**config.mk**
```make
export PLATFORM = sky130hd
export DESIGN_NAME = ins_fetch_q
export DESIGN_NICKNAME = d
export VERILOG_FILES = /design/src/rtl/ins_fetch_q.sv
export SDC_FILE = /design/constraint.sdc
export NUM_CORES = 1
export LEC_CHECK = 0
export ABC_AREA = 1
export CAP_MARGIN = 5
export CORE_MARGIN = 3
export CORE_UTILIZATION = 50
export DETAILED_ROUTE_END_ITERATION = 10
export GPL_TIMING_DRIVEN = 0
export PLACE_DENSITY_LB_ADDON = 0.25
export SYNTH_ARGS = -nofsm -noshare
export SYNTH_HDL_FRONTEND = slang
export SYNTH_SLANG_ARGS = --single-unit
```
**constraint.sdc**
```tcl
create_clock -name clk -period 4.4 [get_ports clk]
set_clock_uncertainty 0.2 [all_clocks]
set_input_delay 0.66 -clock clk [delete_from_list [all_inputs] [get_ports clk]]
set_output_delay 0.66 -clock clk [all_outputs]
set_load 0.01 [all_outputs]
```
**src/rtl/ins_fetch_q.sv**
```systemverilog
`default_nettype none
// ============================================================================
//  Module   : ins_fetch_q
//  Purpose  : Instruction-fetch unit with a DEPTH-entry prefetch queue.
//             Issues pipelined in-order requests to instruction memory.
//             Queues returned words with their PCs. Presents the head
//             entry to decode under stall. On a redirect it flushes the
//             queue and discards responses that are still in flight.
//  Options  : INS_FETCH_Q_BYPASS_EN - when defined, a response that arrives
//             while the queue is empty is shown on the head outputs in the
//             same cycle.
//  Revision : 1.0 - initial release
// ============================================================================
module ins_fetch_q #(
    parameter int          DEPTH    = 4,
    parameter int          MAX_OUTS = 2,
    parameter logic [31:0] RESET_PC = 32'h0000_0000,
    parameter logic [31:0] NOP_INST = 32'h0000_0013
) (
    input  logic        clk,
    input  logic        rst,
    input  logic        stall,
    input  logic        br_en,
    input  logic [31:0] br_addr,
    input  logic        exIns_valid,
    input  logic [31:0] exIns_in,
    output logic        exIns_ren,
    output logic [31:0] exIns_addr,
    output logic        ins_valid,
    output logic [31:0] pc,
    output logic [31:0] ins_out
);

    localparam int c_PTR_W = $clog2(DEPTH);
    localparam int c_CNT_W = c_PTR_W + 1;
    localparam int c_OUT_W = $clog2(MAX_OUTS + 1);

    // Queue storage and bookkeeping
    logic [31:0]        r_q_pc  [DEPTH];
    logic [31:0]        r_q_ins [DEPTH];
    logic [c_PTR_W-1:0] r_wr_ptr;
    logic [c_PTR_W-1:0] r_rd_ptr;
    logic [c_CNT_W-1:0] r_count;

    // Fetch-side state
    logic [31:0]        r_fetch_pc;
    logic [31:0]        r_resp_pc;
    logic [31:0]        r_last_pc;
    logic [c_OUT_W-1:0] r_inflight;
    logic [c_OUT_W-1:0] r_drop_cnt;

    logic [31:0]        w_resv;
    logic [31:0]        w_outs;
    logic               w_ren;
    logic               w_drop;
    logic               w_accept;
    logic               w_empty;
    logic               w_byp_take;
    logic               w_push;
    logic               w_pop;
    logic               w_drop_dec;
    logic [c_OUT_W-1:0] w_drop_br;

    // Queue slots are reserved at request time, so the queue cannot overflow.
    // The outstanding limit also counts requests that are being discarded.
    assign w_resv     = 32'(r_count) + 32'(r_inflight);
    assign w_outs     = 32'(r_inflight) + 32'(r_drop_cnt);
    assign w_ren      = !rst && !br_en && (w_resv < 32'(DEPTH)) && (w_outs < 32'(MAX_OUTS));
    assign exIns_ren  = w_ren;
    assign exIns_addr = r_fetch_pc;

    assign w_empty    = (r_count == '0);
    assign w_drop     = exIns_valid && (r_drop_cnt != '0);
    assign w_accept   = exIns_valid && (r_drop_cnt == '0) && !br_en && !rst;

`ifdef INS_FETCH_Q_BYPASS_EN
    logic w_byp_show;
    // An accepted response into an empty queue is shown directly. It is
    // consumed without being queued unless decode stalls.
    assign w_byp_show = w_accept && w_empty;
    assign w_byp_take = w_byp_show && !stall;
`else
    assign w_byp_take = 1'b0;
`endif

    assign w_push     = w_accept && !w_byp_take;
    assign w_pop      = !w_empty && !stall && !rst;

    // On a redirect every outstanding request becomes a discard, except a
    // response that arrives in this same cycle. The total never exceeds
    // MAX_OUTS, so the c_OUT_W-bit arithmetic is exact.
    assign w_drop_dec = exIns_valid && ((r_drop_cnt != '0) || (r_inflight != '0));
    assign w_drop_br  = r_drop_cnt + r_inflight - c_OUT_W'(w_drop_dec);

    // Head presentation. PC holds the last head value while the queue is empty.
    always_comb begin
        ins_valid = 1'b0;
        pc        = r_last_pc;
        ins_out   = NOP_INST;
        if (rst) begin
            pc = RESET_PC;
        end else if (!w_empty) begin
            ins_valid = 1'b1;
            pc        = r_q_pc[r_rd_ptr];
            ins_out   = r_q_ins[r_rd_ptr];
        end
`ifdef INS_FETCH_Q_BYPASS_EN
        else if (w_byp_show) begin
            ins_valid = 1'b1;
            pc        = r_resp_pc;
            ins_out   = exIns_in;
        end
`endif
    end

    // Queue payload write; the contents need no reset because count gates them.
    always_ff @(posedge clk) begin
        if (w_push) begin
            r_q_pc[r_wr_ptr]  <= r_resp_pc;
            r_q_ins[r_wr_ptr] <= exIns_in;
        end
    end

    // Control state: pointers, count, PCs and outstanding-request counters.
    always_ff @(posedge clk) begin
        if (rst) begin
            r_wr_ptr   <= '0;
            r_rd_ptr   <= '0;
            r_count    <= '0;
            r_fetch_pc <= RESET_PC;
            r_resp_pc  <= RESET_PC;
            r_last_pc  <= RESET_PC;
            r_inflight <= '0;
            r_drop_cnt <= '0;
        end else begin
            r_last_pc <= pc;
            if (br_en) begin
                r_wr_ptr   <= '0;
                r_rd_ptr   <= '0;
                r_count    <= '0;
                r_fetch_pc <= br_addr;
                r_resp_pc  <= br_addr;
                r_inflight <= '0;
                r_drop_cnt <= w_drop_br;
            end else begin
                if (w_ren) begin
                    r_fetch_pc <= r_fetch_pc + 32'd4;
                end
                if (w_accept) begin
                    r_resp_pc <= r_resp_pc + 32'd4;
                end
                if (w_push) begin
                    r_wr_ptr <= r_wr_ptr + c_PTR_W'(1);
                end
                if (w_pop) begin
                    r_rd_ptr <= r_rd_ptr + c_PTR_W'(1);
                end
                if (w_drop) begin
                    r_drop_cnt <= r_drop_cnt - c_OUT_W'(1);
                end
                r_count    <= r_count + c_CNT_W'(w_push) - c_CNT_W'(w_pop);
                r_inflight <= r_inflight + c_OUT_W'(w_ren) - c_OUT_W'(w_accept);
            end
        end
    end

endmodule
`default_nettype wire

```
==> results by group <==
Clocking
  • Post-CTS Resized: 0
  • Hold-fix buffers, CTS: 0
  • Worst-Skew Late Latency: 520 ps
  • Root buffer cell: clkbuf_16
  • Setup Buffers After CTS: 0
  • Clock Sinks: 365
  • Clock buffer depth: 3
  • Inserted Clock Buffers: 38
  • Clock slew at reported path FFs: 60 ps
  • CTS tree: yes
  • H-tree depth: 2

Critical path
  • FF-to-FF Start: r_drop_cnt[0]
  • WS Path Type: flip-flop to output port
  • CP startpoint: r_count[0]
  • Nature of the critical path endpoint: output port
  • Crit path max fanout: 10
  • Startpoint Class: flip-flop
  • Critical path arrival: 3100 ps
  • WP data required: 3540 ps

Hold path
  • Hold WC Path Type: flip-flop to flip-flop
  • Hold Path Origin: exIns_addr[0]

Global routing
  • Vias in the first global route: roughly 12000
  • Gr usage total: 25.0%
  • Initial antenna violation count: 0
  • First-pass GRT wire length: around 66000 µm
  • Largest net degree at the start of global routing: 29
  • Grt total ovfl: 0

Die
  • Die Span Y: 185 µm
  • Die W: 185 µm
  • Core area: 31000 µm²
  • I/O pin cnt: between 150 and 200
  • Rows: between 60 and 70
  • Die area: around 34000 µm²
  • Starting density of the core: around half

Pwr
  • Pleak: around 7.5 nW
  • PnR Total Power: approximately 8 mW
  • PD cells: between 400 and 500 nW/µm²
  • Worst vdd ir: 266 µV

Layout
  • Filler cells: 2532
  • Sequential cell area: roughly 9900 µm²
  • Ratio of cells with drive above 1 in the final layout: 6.45%
  • Commonest non-fill, non-tap cell in the layout: nor2_1
  • Fin util: 63.1%
  • Layout net count: 1962
  • Area of the multi-input gates: 5170 µm²
  • Area Growth Syn to Fin: 22.7%
  • Post-Layout Inst Area: 19600 µm²
  • Diode count: 0
  • Most frequent cells in the layout: nor2_1, nand2_1, edfxtp_1, o21ai_0, clkdlybuf4s50_1

Placed design
  • GPL Wtd Cong: 0.914
  • DP Area: 18300 µm²
  • HPWL Detailed: 30100 µm
  • Port buffer count: 164

STA
  • RSZ-0062 raised after global routing: no
  • Final hold vios: 0
  • Fin Setup TNS: 0 ps
  • Pins Over Slew Limit: 0
  • Slew @ Worst Pin: 888 ps
  • FMAX: 252 MHz
  • Final Setup Violations: 0
  • Worst relative slew slack: 40.7%
  • Fin crit period: between 3000 and 4000 ps
  • Post-route clock period utilization: 90.0%

Synthesis
  • Post-Syn Area: 15900 µm²
  • Yosys reg bits: 365
  • Distinct cells, synth: 45
  • Syn Inst Count: 1664
  • Syn nets: about 1800
  • Yosys warns: 0
  • Seq/Total Area, Yosys: 61.9%
  • Avg Synthesized Cell Area: 9.58 µm²

Detailed routing
  • Total Wirelength: 43100 µm
  • Routed WL per cell: 18.7 µm
  • Initial detailed-routing violation count: 983
  • TritonRoute pass-1 iters: 5
  • Vias per Instance: roughly 5.6
  • ANT nets after route: 0
  • Vias: around 13000
  • # DRC: 0

Run status
  • Outcome: finished, final reports clean

Run
  • Max-cap violations: 0
-- final cells by class --
class / count / share of cell area, %
sequential: 365 / 50.5
multi-input combinational: 1064 / 26.4
timing repair buffer: 172 / 9.29
clock buffer: 48 / 5.42
inverter: 161 / 3.10
tap: 396 / 2.53
buffer: 74 / 1.66
clock inverter: 22 / 1.08
-- power breakdown --
part           internal (mW)  total (mW)  switching [mW]  leakage, nW
logic                  0.348       0.847           0.498         3.63
registers               3.83        3.95           0.115         3.23
clock network           1.90        3.24            1.34        0.630
-- synth_stat cells, drive strengths merged --
library cell | number | share of area (%)
and2 | 1 | 0.039
nor3b | 1 | 0.047
inv | 160 | 3.8
and3 | 2 | 0.078
xor2 | 12 | 0.66
dfxtp | 109 | 14
clkinv | 1 | 0.024
clkbuf | 49 | 1.2
nand4 | 6 | 0.24
o211ai | 12 | 0.57
nor2 | 314 | 7.8
fa | 2 | 0.25
xnor2 | 9 | 0.49
nand3 | 42 | 1.4
o21ai | 201 | 6.3
nand3b | 9 | 0.42
nor3 | 6 | 0.29
ha | 15 | 1.2
o21bai | 32 | 1.5
edfxtp | 256 | 48
a221oi | 1 | 0.055
a31oi | 9 | 0.35
o22ai | 36 | 1.4
or2 | 4 | 0.16
a21o | 1 | 0.047
nand2 | 269 | 6.5
a21oi | 80 | 2.5
buf | 25 | 0.88
-- routing by layer --
metal  up-vias  track usage, %  share of wire, %
li1       6041               -                 -
met1      6090            32.8                40
met2       557            42.4                49
met3        93            3.81               7.6
met4         0            9.22               3.1
met5         -               0                 0
-- state kept, by name (all words and copies together) (netlist names), named ones only --
register / cells
r_rd_ptr: 2
r_q_pc: 128
r_q_ins: 128
r_inflight: 2
r_wr_ptr: 2
r_resp_pc: 32
r_last_pc: 32
exIns_addr: 32
r_drop_cnt: 2
r_count: 3
-- worst max-delay path: stages, from the launching register on --
cell,delay [ps]
dfxtp_1,330
nor2_1,110
nand2_1,290
nand2_1,300
clkbuf_1,540
inv_1,220
o211ai_1,190
clkdlybuf4s50_1,580
-- stage by stage --
stage / setup WS (ps) / hold WS (ps) / cells
3_3_place_gp: -2980 / 249 / 2224
5_1_grt: 259 / 302 / 2302
3_5_place_dp: 765 / 258 / 2232
6_report: 438 / 266 / 2302
2_1_floorplan: -303 / 237 / 1664
4_1_cts: 426 / 272 / 2302
-- final timing paths --
kind                                      end  slack, ps  cells past startpoint
worst min-delay path            exIns_addr[0]        270                      2
worst max-delay path               ins_out[0]        440                      7
worst max register to register  r_q_ins[0][3]       1240                      9
worst min register to register  exIns_addr[0]        270                      2
-- cell families after synthesis --
group                    synth area share, %
flip-flops                              61.9
XOR/XNOR                                1.15
AO/OA/AOI/OAI                           12.8
buffers and inverters                   5.85
adder cells (fa/ha/maj)                 1.43
AND/OR/NAND/NOR                         16.8
Note: power is estimated with default switching activity, not from simulation.
